**config.mk**
```make
export PLATFORM = sky130hd
export DESIGN_NAME = out_display_flat
export DESIGN_NICKNAME = d
export VERILOG_FILES = /design/src/rtl/out_display_pkg.sv /design/src/rtl/out_display_if.sv /design/src/rtl/out_display_bin2bcd.sv /design/src/rtl/out_display.sv /design/src/flat_wrapper.sv
export SDC_FILE = /design/constraint.sdc
export NUM_CORES = 1
export LEC_CHECK = 0
export BUFFER_PORTS_ARGS = -buffer_cell sky130_fd_sc_hd__buf_2
export CAP_MARGIN = 20
export CORE_ASPECT_RATIO = 1.5
export CORE_MARGIN = 2
export CORE_UTILIZATION = 61
export CTS_CLUSTER_SIZE = 10
export DETAILED_ROUTE_END_ITERATION = 7
export GPL_TIMING_DRIVEN = 0
export HOLD_SLACK_MARGIN = 0.05
export PLACE_DENSITY = 0.8
export SKIP_CTS_REPAIR_TIMING = 1
export SLEW_MARGIN = 15
export SYNTH_ARGS = -nofsm -noshare
export SYNTH_HDL_FRONTEND = slang
export SYNTH_SLANG_ARGS = --single-unit
```
**constraint.sdc**
```tcl
create_clock -name i_clk -period 3.8 [get_ports i_clk]
set_input_delay 0.38 -clock i_clk [delete_from_list [all_inputs] [get_ports i_clk]]
set_output_delay 0.38 -clock i_clk [all_outputs]
set_load 0.01 [all_outputs]
```
**src/rtl/out_display_pkg.sv**
```systemverilog
// Shared constants for the output display: digit count, active-low segment codes
// and the conversion FSM states.
package ben_pkg;

  localparam int NUM_DIGITS = 4;

  localparam logic [6:0] SEG_DIGIT [0:9] = '{
    7'h40, 7'h79, 7'h24, 7'h30, 7'h19,
    7'h12, 7'h02, 7'h78, 7'h00, 7'h10
  };
  localparam logic [6:0] SEG_MINUS = 7'h3F;
  localparam logic [6:0] SEG_BLANK = 7'h7F;

  typedef enum logic [1:0] {
    ST_IDLE   = 2'd0,
    ST_CONV   = 2'd1,
    ST_COMMIT = 2'd2
  } state_t;

  function automatic logic [6:0] seg_of_digit(input logic [3:0] d);
    seg_of_digit = (d > 4'd9) ? SEG_BLANK : SEG_DIGIT[d];
  endfunction

  // Two's-complement magnitude; 8'h80 wraps back to 8'h80, which read unsigned
  // is exactly 128, so eight bits always hold the full magnitude range.
  function automatic logic [7:0] magnitude(input logic [7:0] v, input logic neg);
    magnitude = neg ? (~v + 8'd1) : v;
  endfunction

endpackage

```
**src/rtl/out_display_if.sv**
```systemverilog
// CPU output-port side of the display: value/mode/strobe in, busy and the
// multiplexed segment/anode drive out.
interface out_display_if;
  import ben_pkg::*;

  logic [7:0]            i_value;
  logic                  i_load;
  logic                  i_signed;
  logic                  o_busy;
  logic [6:0]            o_seg;
  logic [NUM_DIGITS-1:0] o_an;

  modport master (
    output i_value, i_load, i_signed,
    input  o_busy, o_seg, o_an
  );

  modport slave (
    input  i_value, i_load, i_signed,
    output o_busy, o_seg, o_an
  );

endinterface

```
**src/rtl/out_display_bin2bcd.sv**
```systemverilog
// Sequential double-dabble: 8 binary bits to 10 BCD bits, one step per cycle.
// i_start loads the operand; o_done marks the cycle of the eighth step.
module bin2bcd_seq (
  input  logic       i_clk,
  input  logic       i_rst_n,
  input  logic       i_start,
  input  logic [7:0] i_bin,
  output logic       o_busy,
  output logic       o_done,
  output logic [9:0] o_bcd
);

  logic [17:0] r_sr;
  logic [2:0]  r_cnt;
  logic        r_busy;
  logic [3:0]  w_ones;
  logic [3:0]  w_tens;
  logic [17:0] w_sr_nxt;

  // Hundreds never exceeds 2 for an 8-bit input, so only ones/tens need the +3.
  always_comb begin
    w_ones   = (r_sr[11:8]  >= 4'd5) ? (r_sr[11:8]  + 4'd3) : r_sr[11:8];
    w_tens   = (r_sr[15:12] >= 4'd5) ? (r_sr[15:12] + 4'd3) : r_sr[15:12];
    w_sr_nxt = {r_sr[16], w_tens, w_ones, r_sr[7:0], 1'b0};
  end

  always_ff @(posedge i_clk or negedge i_rst_n) begin
    if (!i_rst_n) begin
      r_sr   <= '0;
      r_cnt  <= '0;
      r_busy <= 1'b0;
    end else if (i_start) begin
      r_sr   <= {10'd0, i_bin};
      r_cnt  <= '0;
      r_busy <= 1'b1;
    end else if (r_busy) begin
      r_sr  <= w_sr_nxt;
      r_cnt <= r_cnt + 3'd1;
      if (r_cnt == 3'd7) begin
        r_busy <= 1'b0;
      end
    end
  end

  assign o_busy = r_busy;
  assign o_done = r_busy && (r_cnt == 3'd7);
  assign o_bcd  = r_sr[17:8];

endmodule

```
**src/rtl/out_display.sv**
```systemverilog
// Captures CPU output-port writes, converts them to decimal and scans them onto a
// 4-digit common-anode display; loads arriving mid-conversion queue in a 1-deep slot.
module out_display
  import ben_pkg::*;
#(
  parameter int CLKS_PER_DIGIT = 50000
) (
  input  logic          i_clk,
  input  logic          i_rst_n,
  out_display_if.slave  bus
);

  localparam int             PW       = $clog2(CLKS_PER_DIGIT);
  localparam logic [PW-1:0]  PRE_LAST = PW'(CLKS_PER_DIGIT - 1);

  state_t      r_state;
  state_t      w_state_nxt;

  logic        r_pend_vld;
  logic        r_pend_sgn;
  logic [7:0]  r_pend_val;

  logic        w_start;
  logic        w_take_in;
  logic        w_commit;
  logic [7:0]  w_src_val;
  logic        w_src_sgn;
  logic        w_src_neg;
  logic        r_conv_neg;

  logic        w_eng_busy;
  logic        w_eng_done;
  logic [9:0]  w_eng_bcd;

  logic [3:0]  r_ones, r_tens, w_ones_nxt, w_tens_nxt;
  logic [1:0]  r_hund, w_hund_nxt;
  logic        r_neg, w_neg_nxt;

  logic [PW-1:0]         r_pre;
  logic                  w_pre_last;
  logic [1:0]            r_idx, w_idx_nxt;
  logic [6:0]            r_seg, w_seg_nxt;
  logic [NUM_DIGITS-1:0] r_an, w_an_nxt;
  logic                  r_busy;

  bin2bcd_seq u_bcd (
    .i_clk   (i_clk),
    .i_rst_n (i_rst_n),
    .i_start (w_start),
    .i_bin   (magnitude(w_src_val, w_src_neg)),
    .o_busy  (w_eng_busy),
    .o_done  (w_eng_done),
    .o_bcd   (w_eng_bcd)
  );

  always_ff @(posedge i_clk or negedge i_rst_n) begin
    if (!i_rst_n) begin
      r_state <= ST_IDLE;
    end else begin
      r_state <= w_state_nxt;
    end
  end

  always_comb begin
    w_state_nxt = r_state;
    case (r_state)
      ST_IDLE:   if (r_pend_vld || bus.i_load) w_state_nxt = ST_CONV;
      ST_CONV:   if (w_eng_done)               w_state_nxt = ST_COMMIT;
      ST_COMMIT: w_state_nxt = (r_pend_vld || bus.i_load) ? ST_CONV : ST_IDLE;
      default:   w_state_nxt = ST_IDLE;
    endcase
  end

  // In COMMIT a coincident load is newer than the slot, so it wins outright.
  always_comb begin
    w_start   = 1'b0;
    w_take_in = 1'b0;
    w_commit  = 1'b0;
    case (r_state)
      ST_IDLE: begin
        w_start   = (r_pend_vld || bus.i_load) && !w_eng_busy;
        w_take_in = !r_pend_vld;
      end
      ST_COMMIT: begin
        w_commit  = 1'b1;
        w_start   = (r_pend_vld || bus.i_load) && !w_eng_busy;
        w_take_in = bus.i_load;
      end
      default: ;
    endcase
    w_src_val = w_take_in ? bus.i_value  : r_pend_val;
    w_src_sgn = w_take_in ? bus.i_signed : r_pend_sgn;
    w_src_neg = w_src_sgn && w_src_val[7];
  end

  always_ff @(posedge i_clk or negedge i_rst_n) begin
    if (!i_rst_n) begin
      r_pend_vld <= 1'b0;
      r_pend_val <= '0;
      r_pend_sgn <= 1'b0;
      r_conv_neg <= 1'b0;
    end else begin
      if (bus.i_load && !(w_start && w_take_in)) begin
        r_pend_vld <= 1'b1;
        r_pend_val <= bus.i_value;
        r_pend_sgn <= bus.i_signed;
      end else if (w_start) begin
        r_pend_vld <= 1'b0;
      end
      if (w_start) begin
        r_conv_neg <= w_src_neg;
      end
    end
  end

  always_comb begin
    w_ones_nxt = w_commit ? w_eng_bcd[3:0] : r_ones;
    w_tens_nxt = w_commit ? w_eng_bcd[7:4] : r_tens;
    w_hund_nxt = w_commit ? w_eng_bcd[9:8] : r_hund;
    w_neg_nxt  = w_commit ? r_conv_neg     : r_neg;
  end

  always_comb begin
    w_pre_last = (r_pre == PRE_LAST);
    w_idx_nxt  = w_pre_last ? (r_idx + 2'd1) : r_idx;
    w_an_nxt   = ~({{(NUM_DIGITS-1){1'b0}}, 1'b1} << w_idx_nxt);
    case (w_idx_nxt)
      2'd0: w_seg_nxt = seg_of_digit(w_ones_nxt);
      2'd1: w_seg_nxt = (w_hund_nxt == 2'd0 && w_tens_nxt == 4'd0) ?
                        SEG_BLANK : seg_of_digit(w_tens_nxt);
      2'd2: w_seg_nxt = (w_hund_nxt == 2'd0) ? SEG_BLANK : seg_of_digit({2'b00, w_hund_nxt});
      default: w_seg_nxt = w_neg_nxt ? SEG_MINUS : SEG_BLANK;
    endcase
  end

  // Segments are driven from the next-state digits so a commit shows on the
  // very next cycle rather than one later.
  always_ff @(posedge i_clk or negedge i_rst_n) begin
    if (!i_rst_n) begin
      r_ones <= '0;
      r_tens <= '0;
      r_hund <= '0;
      r_neg  <= 1'b0;
      r_pre  <= '0;
      r_idx  <= '0;
      r_seg  <= SEG_BLANK;
      r_an   <= '1;
      r_busy <= 1'b0;
    end else begin
      r_ones <= w_ones_nxt;
      r_tens <= w_tens_nxt;
      r_hund <= w_hund_nxt;
      r_neg  <= w_neg_nxt;
      r_pre  <= w_pre_last ? '0 : (r_pre + 1'b1);
      r_idx  <= w_idx_nxt;
      r_seg  <= w_seg_nxt;
      r_an   <= w_an_nxt;
      r_busy <= (w_state_nxt != ST_IDLE);
    end
  end

  assign bus.o_seg  = r_seg;
  assign bus.o_an   = r_an;
  assign bus.o_busy = r_busy;

endmodule

```
**src/flat_wrapper.sv**
```systemverilog
// flat-port wrapper written by rule: the top's interface ports become plain ports
module out_display_flat import ben_pkg::*;
#(
  parameter int CLKS_PER_DIGIT = 50000
)
  (i_clk, i_rst_n, bus_i_value, bus_i_load, bus_i_signed, bus_o_busy, bus_o_seg, bus_o_an);
  out_display_if bus_i ();
  input  logic i_clk;
  input  logic i_rst_n;
  input wire logic [$bits(bus_i.i_value)-1:0] bus_i_value;
  input wire logic [$bits(bus_i.i_load)-1:0] bus_i_load;
  input wire logic [$bits(bus_i.i_signed)-1:0] bus_i_signed;
  output wire logic [$bits(bus_i.o_busy)-1:0] bus_o_busy;
  output wire logic [$bits(bus_i.o_seg)-1:0] bus_o_seg;
  output wire logic [$bits(bus_i.o_an)-1:0] bus_o_an;
  assign bus_i.i_value = bus_i_value;
  assign bus_i.i_load = bus_i_load;
  assign bus_i.i_signed = bus_i_signed;
  assign bus_o_busy = bus_i.o_busy;
  assign bus_o_seg = bus_i.o_seg;
  assign bus_o_an = bus_i.o_an;
  out_display #(.CLKS_PER_DIGIT(CLKS_PER_DIGIT)) u_core (.i_clk(i_clk), .i_rst_n(i_rst_n), .bus(bus_i));
endmodule
```
==> impl_metrics.toml <==
[sta]
tightest_slew_ns = 0.866
setup-tns-final_ns = 0
rsz0062_at_grt = "false"
drv_slew = 0
final.min_clock_period_ns = 3.19
final.period_utilization = 0.840
hold_viol = 0
whs_ns = 0.275
slew_headroom = 0.418
max_freq_mhz = 313
finalSetupViolCount = 0
fin_skew_ns = 0.0133

[drt]
post_drt_wl_per_cell_um = 16.1
drc_errors = 0
highest_layer = "met4"
wl_met3_um = 342
wl_met1_um = 3440
vias = 3339
ant_nets = 0
wl_met2_um = 4830
wirelength_um = 8900
drt_iter0_markers = 184
drt_first_pass_iters = 4
vias_per_cell = 6.03

[worst_setup_path]
rrSetupSlack_ns = 0.61
cp_max_fo = 10
reg2reg_to = "u_core.bus.o_seg[4]$_DFF_PN1_"
cp-startpoint = "u_core.r_state[0]$_DFF_PN0_"
crit_chain = "nand2b_4 -> buf_8 -> buf_4 -> o21ai_0 -> inv_1 -> ha_1 -> or2_2 -> nor2_1 -> a211o_1 -> o31ai_1 -> o31ai_1"
worstSetupEndpointType = "flip-flop"
path_buf_inv = 3
path_class = "flip-flop to flip-flop"
cp_num_cells = 11
startpoint_type = "flip-flop"
crit_path_end = "u_core.bus.o_seg[4]$_DFF_PN1_"
ff2ff_path_depth = 11
cp.required_ns = 4.07
crit_path_frequent_cell = "o31ai_1"
rr_startpoint = "u_core.r_state[0]$_DFF_PN0_"
path_delay_family = "compound AO/OA/AOI/OAI gates"
crit_slowest_cell = "o21ai_0"
cp.arrival_ns = 3.46
cpPeakStageDelay_ns = 0.55

[floorplanning]
core_um2 = 6810
rows = 37
io_pins = 24
initial_core_util = 0.623
die_w_um = 72.1
dieArea_um2 = 7650
die_h_um = 106

[synth]
synth_edf_count = 0
synth.most_common_cell = "dfrtp_1"
synth_ff_type = "dfrtp_1"
synth.top_cells.by_area = "dfrtp_1, dfstp_2, mux2i_1"
synth.avg_cell_area_um2 = 9.75
async_flop_share = 1.00
synth_top_area_frac = 0.383
syn_inst = 435
syn_nets = 460
yosysSeqAreaShare = 0.451
ys_seq_elements = 76
syn-cell-area_um2 = 4240
yosys.cell_types.count = 58
synth_commonest_cells = "dfrtp_1, nand2_1, nor2_1"
ys_warn_count = 0
yosysTopAreaCell = "dfrtp_1"

[global_routing]
grt_usage = 0.254
grt_max_degree = 52
grt_pass1_vias = 3303
antenna_found_initial = 0
overflow = 0
grt_first_pass_wirelength_um = 15000

[clock_tree]
htreeDepth = 3
ctsRootBufferMaster = "clkbuf_8"
cts_max_path_buffers = 2
cts_sinks = 76
cts-buffers-inserted = 9
clkSlewWorstSetupHoldPaths_ns = 0.07
insertion_delay_ns = 0.36
cts_tree = "built"

[status]
status = "finished clean"

[power_and_ir_drop]
p_leak_nw = 2.21
peakVddDrop_v = 0.000420
cellPowerDensity_nw_per_um2 = 668
p_total_mw = 3.16

[cells_and_area]
fill_cells = 543
area_delta_synth_final_pct = 11.4
ff_latch_area_um2 = 1920
drive_above_1_share = 0.168
diodes = 0
nets = 496
multi_input_area_um2 = 2160
post-route-util = 0.695
final_cells = 554

[worst_hold_path]
hold_path.class = "primary input to flip-flop"

[place]
hpwlAfterDp_um = 6540
port_buffers = 23
place_inst = 537
gp_congestion = 0.880

[flow_run]
cap_violations = 0
logic make-up (layout without fill, tap and decap cells):
kind of cell	Yosys count	after routing	share of synthesized area
AOI/OAI and AO/OA	98	98	0.147
xor gates and xnor gates	26	26	0.0537
adders and majority gates	13	13	0.0383
buffers and inverters	38	79	0.0383
DFF	76	76	0.451
muxes	37	37	0.108
and+or+nand+nor	147	147	0.164
how the worst min path moves through the flow:
stage | from | to | cells past startpoint | slack (ns)
after CTS | i_rst_n | u_core.r_pre[5]$_DFF_PN0_ | 1 | -0.08
after global routing | bus_i_signed | u_core.r_pend_sgn$_DFFE_PN0P_ | 2 | 0.28
after floorplan | i_rst_n | u_core.bus.o_busy$_DFF_PN0_ | 0 | 0.08
after global placement | u_core.r_pre[0]$_DFF_PN0_ | u_core.r_pre[0]$_DFF_PN0_ | 1 | 0.47
final | bus_i_signed | u_core.r_pend_sgn$_DFFE_PN0P_ | 2 | 0.27
after detailed placement | i_rst_n | u_core.r_pre[5]$_DFF_PN0_ | 1 | 0.31
layout make-up:
type                            count  share of cell area
Clock buffer                       11              0.0278
Tap cell                           78              0.0206
Inverter                           19              0.0151
Timing Repair Buffer               25              0.0328
Buffer                             19              0.0193
Multi-Input combinational cell    321               0.458
Sequential cell                    76               0.405
Clock inverter                      5              0.0212
worst reg2reg max path: stages (launching register included):
cell and delay, ns:
dfrtp_1 0.45, nand2b_4 0.21, buf_8 0.18, buf_4 0.18, o21ai_0 0.56, inv_1 0.19, ha_1 0.25, or2_2 0.30
nor2_1 0.24, a211o_1 0.21, o31ai_1 0.08, o31ai_1 0.25
state kept, by name, summed over array words and instances (netlist names):
register             flops
u_core.r_pend_vld        1
u_core.r_pend_sgn        1
u_core.r_conv_neg        1
u_core.r_state           2
u_core.bus.o_seg         7
u_core.r_hund            2
u_core.r_idx             2
u_core.r_neg             1
u_core.r_tens            4
u_core.u_bcd.o_busy      1
u_core.bus.o_busy        1
u_core.u_bcd.r_sr       18
u_core.u_bcd.r_cnt       3
u_core.r_pre            16
u_core.bus.o_an          4
u_core.r_pend_val        8
u_core.r_ones            4
where the power goes:
part | internal (mW) | switching, mW | total (mW)
logic | 0.544 | 0.739 | 1.28
clock network | 0.434 | 0.285 | 0.720
registers | 0.999 | 0.153 | 1.15
placed cells by master, fill, tap and decap left out, types with 12 or more instances in the layout:
| master | synthesis | routed |
|---|---|---|
| xor2_1 | 12 | 12 |
| a21oi_1 | 22 | 22 |
| xnor2_1 | 14 | 14 |
| ha_1 | 13 | 13 |
| clkbuf_1 | 11 | 13 |
| buf_2 | 4 | 26 |
| inv_1 | 17 | 17 |
| o21ai_0 | 28 | 28 |
| nor2_1 | 39 | 39 |
| nand2_1 | 44 | 44 |
| nor3_1 | 20 | 20 |
| dfrtp_1 | 65 | 65 |
| mux2i_1 | 17 | 17 |
| mux2_2 | 13 | 13 |
layer usage:
metal | global-route usage | vias up
met3 | 0.0455 | 24
met5 | 0 | -
met1 | 0.276 | 1599
li1 | - | 1616
met4 | 0.132 | 0
met2 | 0.456 | 100
stage by stage:
| stage | instance area [um^2] | worst slack [ns] |
|---|---|---|
| CTS | 4720 | 0.618 |
| global route | 4730 | 0.388 |
| detailed placement | 4490 | 0.646 |
| global placement | 4460 | 0.793 |
| floorplan | 4240 | 1.14 |
| finish | 4730 | 0.609 |
Power figures use the tool's default switching activity.
